`config.mk`:
```
export PLATFORM = sky130hd
export DESIGN_NAME = instr_encoder_loader
export DESIGN_NICKNAME = d
export VERILOG_FILES = /design/src/rtl/instr_encoder_loader.sv
export SDC_FILE = /design/constraint.sdc
export NUM_CORES = 1
export LEC_CHECK = 0
export BUFFER_PORTS_ARGS = -buffer_cell sky130_fd_sc_hd__buf_4
export CAP_MARGIN = 20
export CORE_AREA = 2 2 89 48
export DETAILED_ROUTE_END_ITERATION = 16
export DIE_AREA = 0 0 91 50
export GPL_ROUTABILITY_DRIVEN = 0
export HOLD_SLACK_MARGIN = 0.08
export PLACE_DENSITY_LB_ADDON = 0.2
export SETUP_SLACK_MARGIN = 0.3
export SLEW_MARGIN = 20
export SYNTH_ARGS = -nofsm -noshare
export SYNTH_HDL_FRONTEND = slang
export SYNTH_SLANG_ARGS = --single-unit
export TNS_END_PERCENT = 10
```
`constraint.sdc`:
```
create_clock -name clk -period 4.2 [get_ports clk]
set_clock_uncertainty 0.15 [all_clocks]
set_input_delay 0.84 -clock clk [delete_from_list [all_inputs] [get_ports clk]]
set_output_delay 0.84 -clock clk [all_outputs]
set_load 0.05 [all_outputs]
```
`src/rtl/instr_encoder_loader.sv`:
```
// -----------------------------------------------------------------------------
// instr_encoder_loader
//   Program loader for the 16-bit CPU. Takes field-level instruction bundles
//   over a valid/ready handshake and packs each one into the 16-bit word format
//   the decoder expects. Words are written one at a time into instruction
//   memory, starting at BASE_ADDR. The CPU is held in stall while loading.
//
// Ports
//   clk        : system clock, rising edge
//   reset      : synchronous, active-low reset
//   start      : pulse; restart loading at BASE_ADDR
//   in_valid   : bundle valid            in_ready  : bundle accepted this cycle
//   in_last    : final instruction       in_class  : instruction class
//   in_opcode  : R-type opcode byte      in_cond   : jump/branch condition
//   in_rdst    : destination register    in_rsrc   : source register
//   in_imm     : immediate / displacement
//   mem_we     : memory write strobe     mem_addr  : write address
//   mem_wdata  : encoded word            cpu_stall : loader owns memory
//   load_done  : program fully loaded    full      : DEPTH words written, no last
//   err        : one-cycle pulse, illegal bundle rejected
// -----------------------------------------------------------------------------
module instr_encoder_loader #(
  parameter int ADDR_W    = 8,
  parameter int DEPTH     = 256,
  parameter int BASE_ADDR = 0
) (
  input  logic              clk,
  input  logic              reset,
  input  logic              start,
  input  logic              in_valid,
  output logic              in_ready,
  input  logic              in_last,
  input  logic [3:0]        in_class,
  input  logic [7:0]        in_opcode,
  input  logic [3:0]        in_cond,
  input  logic [3:0]        in_rdst,
  input  logic [3:0]        in_rsrc,
  input  logic [7:0]        in_imm,
  output logic              mem_we,
  output logic [ADDR_W-1:0] mem_addr,
  output logic [15:0]       mem_wdata,
  output logic              cpu_stall,
  output logic              load_done,
  output logic              full,
  output logic              err
);

  typedef enum logic [2:0] {
    S_IDLE,
    S_LOAD,
    S_WRITE,
    S_DONE,
    S_FULL
  } state_t;

  localparam logic [ADDR_W-1:0] FIRST_ADDR = ADDR_W'(BASE_ADDR);
  localparam logic [ADDR_W-1:0] LAST_ADDR  = ADDR_W'(BASE_ADDR + DEPTH - 1);

  state_t      state, next_state;
  logic        last_q;
  logic        accept;
  logic        cond_ok;
  logic        enc_legal;
  logic [15:0] enc_word;

  assign accept = in_valid & in_ready;

  // Field packing and legality check for the bundle currently on the inputs.
  // NOTE: every always_comb output is given a default first so no path leaves
  // it unassigned; otherwise synthesis infers a latch.
  always_comb begin
    enc_word  = 16'h0000;
    enc_legal = 1'b0;
    cond_ok   = (in_cond inside {4'h0, 4'h1, 4'h6, 4'h7, 4'hE});
    case (in_class)
      4'b0001: begin
        enc_word  = {in_opcode, in_rdst, in_rsrc};
        enc_legal = (in_opcode inside {8'h01, 8'h02, 8'h03, 8'h04, 8'h05, 8'h06, 8'h07,
                                       8'h08, 8'h09, 8'h0B, 8'h0C, 8'h0F, 8'h84});
      end
      4'b0010: begin
        enc_word  = {4'b0101, in_rdst, in_imm};
        enc_legal = 1'b1;
      end
      4'b0100: begin
        enc_word  = {8'h85, in_rdst, in_rsrc};
        enc_legal = 1'b1;
      end
      4'b0101: begin
        enc_word  = {8'h87, in_rdst, in_rsrc};
        enc_legal = 1'b1;
      end
      4'b0000: begin
        enc_word  = 16'h0000;
        enc_legal = 1'b1;
      end
      4'b1000: begin
        enc_word  = (in_cond == 4'hE) ? {8'h4E, in_imm} : {4'b0100, in_cond, in_imm};
        enc_legal = cond_ok;
      end
      4'b1100: begin
        enc_word  = (in_cond == 4'hE) ? {8'hCE, in_imm} : {4'b1100, in_cond, in_imm};
        enc_legal = cond_ok;
      end
      default: ;
    endcase
  end

  // Next-state logic; start overrides everything, including a pending accept.
  always_comb begin
    next_state = state;
    case (state)
      S_LOAD:  if (accept && enc_legal) next_state = S_WRITE;
      S_WRITE: begin
        if (last_q)                     next_state = S_DONE;
        else if (mem_addr == LAST_ADDR) next_state = S_FULL;
        else                            next_state = S_LOAD;
      end
      default: ;
    endcase
    if (start) next_state = S_LOAD;
  end

  // NOTE: state registers use non-blocking assignments so every flop samples
  // the pre-edge values, independent of statement order.
  always_ff @(posedge clk) begin
    if (!reset) begin
      state     <= S_IDLE;
      mem_addr  <= FIRST_ADDR;
      mem_wdata <= 16'h0000;
      last_q    <= 1'b0;
      err       <= 1'b0;
    end else begin
      state <= next_state;
      err   <= accept & ~enc_legal & ~start;
      if (start)
        mem_addr <= FIRST_ADDR;
      else if (state == S_WRITE && next_state == S_LOAD)
        mem_addr <= mem_addr + 1'b1;
      if (accept && enc_legal && !start) begin
        mem_wdata <= enc_word;
        last_q    <= in_last;
      end
    end
  end

  // A start arriving during WRITE drops the pending word before it lands.
  assign mem_we    = (state == S_WRITE) && !start;
  assign in_ready  = (state == S_LOAD);
  assign cpu_stall = (state == S_LOAD) || (state == S_WRITE) || (state == S_FULL);
  assign load_done = (state == S_DONE);
  assign full      = (state == S_FULL);

endmodule

```
# Yosys cells after proc, flatten, opt, wreduce, memory -nomap -nowiden
# Index checks and enable logic that the tools add are counted.
[classes] n_addsub=1 n_eq_ne=29 muxes=9 bitwise=6 n_reduce_logical=14
[op_table] operator="one-hot mux 16 bit (6 select lines)" n=1
[op_table] operator="== test 8 x 4 -> 1 bit, second input constant" n=5
[op_table] operator="== test 8 x 3 -> 1 bit, second input constant" n=4
[op_table] operator="2-to-1 mux 12 bit" n=2
[op_table] operator="== test 4 x 3 -> 1 bit, second input constant" n=4
[op_table] operator="== test 8 x 2 -> 1 bit, second input constant" n=2
[op_table] operator="== test 8 bit, second input constant" n=2
[op_table] operator="nonzero test 13 bit" n=1
[op_table] operator="== test 4 bit, second input constant" n=3
[op_table] operator="2-to-1 mux 3 bit" n=4
[op_table] operator="adder 8 x 1 -> 8 bit, second input constant" n=1
[op_table] operator="== test 4 x 1 -> 1 bit, second input constant" n=2
[op_table] operator="== test 8 x 1 -> 1 bit, second input constant" n=1
[op_table] operator="logical NOT 4 bit" n=2
[op_table] operator="== test 3 x 1 -> 1 bit, second input constant" n=2
[op_table] operator="== test 3 x 2 -> 1 bit, second input constant" n=2
[op_table] operator="one-hot mux 3 bit (2 select lines)" n=1
[op_table] operator="nonzero test 5 bit" n=1
[op_table] operator="== test 4 x 2 -> 1 bit, second input constant" n=1
[op_table] operator="logical AND 1 bit" n=4
[op_table] operator="OR reduction 2 bit" n=2
[op_table] operator="OR reduction 4 bit" n=1
[op_table] operator="AND 1 bit" n=3
[op_table] operator="== test 3 bit, second input constant" n=1
[op_table] operator="other kinds (4)" n=7
[word_totals] ff_bits=29 in_bits=37 out_inout_bits=30 elab_cells=64

# Logic depth before layout (Yosys ltp)
[logic_depth] word_depth=9 depth_mapped=8 depth_no_buf=7

# Least setup slack after synthesis
# Ideal clock, no wire load.
[synth_path] kind="flip-flop to output port" startpoint="register state[2]" endpoint="output port full" t_arrival_ns=1.636 required_time_ns=3.210 setup_slack_ns=1.574 path_stages_with_launch=3 n_path_buf=1 path_cell_list="dfxtp_1 buf_2 nor3b_1"
[synth_via] elab_chain_len=1
[synth_lines] element="from (decl)" line="59" source="state_t state, next_state;"
[synth_lines] element="from (signal assigned)" line="134" source="state <= next_state;"
[synth_lines] element="== test 3 bit" line="152" source="assign full = (state == S_FULL);"
[synth_lines] element="to (decl)" line="44" source="output logic full,"
# Every way passes these cells.

# Worst setup path in the final report
[layout_path] startpoint="input port in_class[1]" endpoint="register mem_wdata[5]"
[layout_via] elab_chain_len=5 elab_cells_between_ends=13 classes_between="eq/ne (6); mux (2); reduce/logical (5)"
[layout_lines] element="from (decl)" line="33" source="input logic [3:0] in_class,"
[layout_lines] element="== test 4 x 3 -> 1 bit (tied with other cells)" line="75" source="case (in_class)"
[layout_lines] element="OR reduction 4 bit (no line) / OR reduction 2 bit (equally long branches)"
[layout_lines] element="one-hot mux 1 bit (3 select lines)" line="75"
[layout_lines] element="logical AND 1 bit (2 in a row)" line="140" source="if (accept && enc_legal && !start) begin"
[layout_lines] element="to (signal assigned)" line="141" source="mem_wdata <= enc_word;"
[layout_lines] element="to (decl)" line="41" source="output logic [15:0] mem_wdata,"
# Parallel ways exist; a longest one is shown, timed or not.
# A chain may end at the register's enable or synchronous reset.

==> results.json <==
{
  "status": "completed",
  "grt_pass1_wl_um": 7600,
  "first_pass_iters": 7,
  "slew_violations": 0,
  "fp.coreArea_mm2": 0.00376,
  "dp_cells": 303,
  "wl_per_cell_um": 15.2,
  "numCtsBuffers": 5,
  "clk_path_buf_depth": 2,
  "crit_fanout": 24,
  "synth-edff-count": 0,
  "worst_pin_slew_ns": 1.17,
  "required_ns": 4.24,
  "rsz0062_at_grt": "false",
  "cp.arrival_ns": 2.65,
  "drt_iter0_drc": 120,
  "fin_cells": 311,
  "clk_latency_ns": 0.28,
  "postRouteAntennaNets": 0,
  "worst_path_max_delay_cell": "nor4b_4",
  "synth_top_area_share_pct": 36.5,
  "cts_tree": "done",
  "multi_input_area_um2": 918,
  "layout.nets": 294,
  "final_layout_size_suffix_gt1_share_pct": 31.5,
  "regArea_um2": 581,
  "antenna_found_initial": 0,
  "overflow": 0,
  "hold_viol_final": 0,
  "crit_chain": "buf_4 > nor4b_4 > nand3_1 > a21oi_2 > o21a_1 > buf_4 > nor2_1 > a211oi_1",
  "h-tree-depth": 2,
  "dieArea_mm2": 0.00455,
  "first_global_vias": 1486,
  "crit_start": "in_class[1]",
  "seq_area_frac_synth_pct": 36.5,
  "cap_violations": 0,
  "ys.flop_type": "dfxtp_1",
  "vias": 1732,
  "critPathCaptureType": "flip-flop",
  "ioPinCount": 67,
  "start_util_pct": 42.3,
  "vias_per_cell": 5.57,
  "rr_startpoint": "state[1]",
  "grt_max_degree": 25,
  "path_class": "in -> reg",
  "setup_tns_ns": 0,
  "ys.warnings.count": 0,
  "power_leakage_nw": 0.919,
  "core.rowCount": 16,
  "synth_area_mm2": 0.00159,
  "crit_path_start_kind": "input pin",
  "synth_top_cell_by_area": "dfxtp_1",
  "reg2reg_depth": 5,
  "die_h_um": 50,
  "cts_root_buf": "clkbuf_8",
  "p_per_area_mw_per_mm2": 295,
  "antennaDiodeCount": 0,
  "finalCriticalPeriod_ns": 2.61,
  "rr_endpoint": "mem_addr[6]",
  "yosys-top-cells-area": "dfxtp_1 36%, a21oi_1 6.3%, nor2_1 5.2%",
  "cts_setup_buffers": 0,
  "area_delta_synth_final_pct": 37.6,
  "regToRegSetupSlack_ns": 1.92,
  "ctsResizeCount": 0,
  "final.fill_count": 366,
  "die_x_um": 91,
  "drc": 0,
  "track_usage_pct": 21.4,
  "syn_area_per_cell_um2": 8.16,
  "min_path_type": "reg -> reg",
  "synth-seq-cells": 29,
  "layout_worst_path_cycle_share_pct": 62.2,
  "wirelength_um": 4720,
  "peakVddDrop_v": 0.000131,
  "cts_sinks": 29,
  "synth-async-reset-ratio_pct": 0,
  "crit_path_end": "mem_wdata[5]",
  "holdWs_ns": 0.289,
  "cp_common_cell": "buf_4",
  "relSlewSlack_pct": 21.6,
  "finalSetupViolCount": 0,
  "io_buffers": 66,
  "synth_nets": 233,
  "clock.fmax_ghz": 0.383,
  "max_stage_delay_ns": 0.37,
  "cts_hold_buf": 0,
  "place_hpwl_um": 3630,
  "synth.distinct_cells": 41,
  "postSynthCellCount": 195,
  "cts.clk_slew.worst_paths_ns": 0.06,
  "final_core_util_pct": 58.2
}
registers in the layout, indices dropped and copies added, names as in the netlist:
register   cells
mem_wdata     16
mem_addr       8
state          3
err            1
last_q         1
cells in the final DEF, fill, tap and decap left out, types with 2 or more instances in the layout:
cell	instances
buf_4	67
dfxtp_1	29
nor2_1	22
a21oi_1	20
nand2_1	17
o21ai_0	9
a211oi_1	9
a22oi_1	8
clkbuf_8	7
o211ai_1	6
or4_1	5
or3_1	5
o211a_1	5
nor3b_1	4
o31ai_1	4
inv_1	4
nor2b_1	3
o21a_1	3
nor3_1	3
nor3b_2	2
nand3_1	2
nand4_1	2
nand2b_1	2
mux2i_1	2
nor4_1	2
worst min path at each step:
stage / slack, ns / to / startpoint / cells past startpoint
detailed placement: 0.27 / mem_wdata[13] / mem_wdata[13] / 2
CTS: 0.29 / mem_wdata[13] / mem_wdata[13] / 2
floorplan: 0.34 / last_q / last_q / 2
finish: 0.29 / mem_wdata[13] / mem_wdata[13] / 2
global route: 0.30 / mem_wdata[13] / mem_wdata[13] / 2
global placement: 0.27 / mem_wdata[13] / mem_wdata[13] / 2
worst max-delay path: cells and delay by family:
kind	cells	cell delay, ns
AND/OR/NAND/NOR	3	0.57
buffers and inverters	2	0.47
AO/OA/AOI/OAI	3	0.76
routing by layer:
metal,wire length (um),track usage [%],share of wire (%),vias to the layer above
met4,59,6.06,1.2,0
met3,444,6.73,9.4,9
met1,2560,35.0,54,784
met5,0,0,0,-
met2,1660,25.2,35,86
li1,-,-,-,853
Yosys cell counts, drive strengths merged (2+ instances only):
master,number
or4,5
o31ai,4
buf,9
nand2b,2
a22oi,8
clkbuf,4
nand3,2
dfxtp,29
nand2,17
o21ai,10
or3,5
nand4,2
o211ai,6
mux2i,2
inv,5
nor4,2
a211oi,9
o211a,5
nor2,22
o21a,3
nor3,3
a21oi,21
nor3b,6
nor2b,4
where the power goes:
| group | leakage, nW | switching (mW) | internal (mW) |
|---|---|---|---|
| Clock | 0.0542 | 0.110 | 0.148 |
| Sequential | 0.234 | 0.00392 | 0.279 |
| Combinational | 0.630 | 0.0612 | 0.0443 |
| Total | 0.919 | 0.175 | 0.471 |
final cells by class:
type	count	share of cell area (%)
timing repair buffer	67	23.0
multi-input combinational	148	41.9
clock buffer	7	4.40
sequential	29	26.5
tap	54	3.09
inverter	5	0.857
clock inverter	1	0.229
through the flow:
stage / cell area, um^2 / setup WS, ns / power, mW
after floorplan: 1590 / 1.57 / 0.347
after global placement: 2090 / 1.35 / 0.392
after detailed placement: 2090 / 1.29 / 0.393
after CTS: 2190 / 1.60 / 0.649
after global routing: 2190 / 1.39 / 0.671
final: 2190 / 1.59 / 0.646
cells by family after synthesis:
group           count (synthesis)  share of synthesized area [%]
simple gates                   73                           25.4
compound gates                 71                           29.7
flops                          29                           36.5
buf+inv                        18                           5.82
mux                             2                           1.26
xor+xnor                        1                          0.550
fa+ha+maj                       1                          0.786
Power figures use the tool's default switching activity.
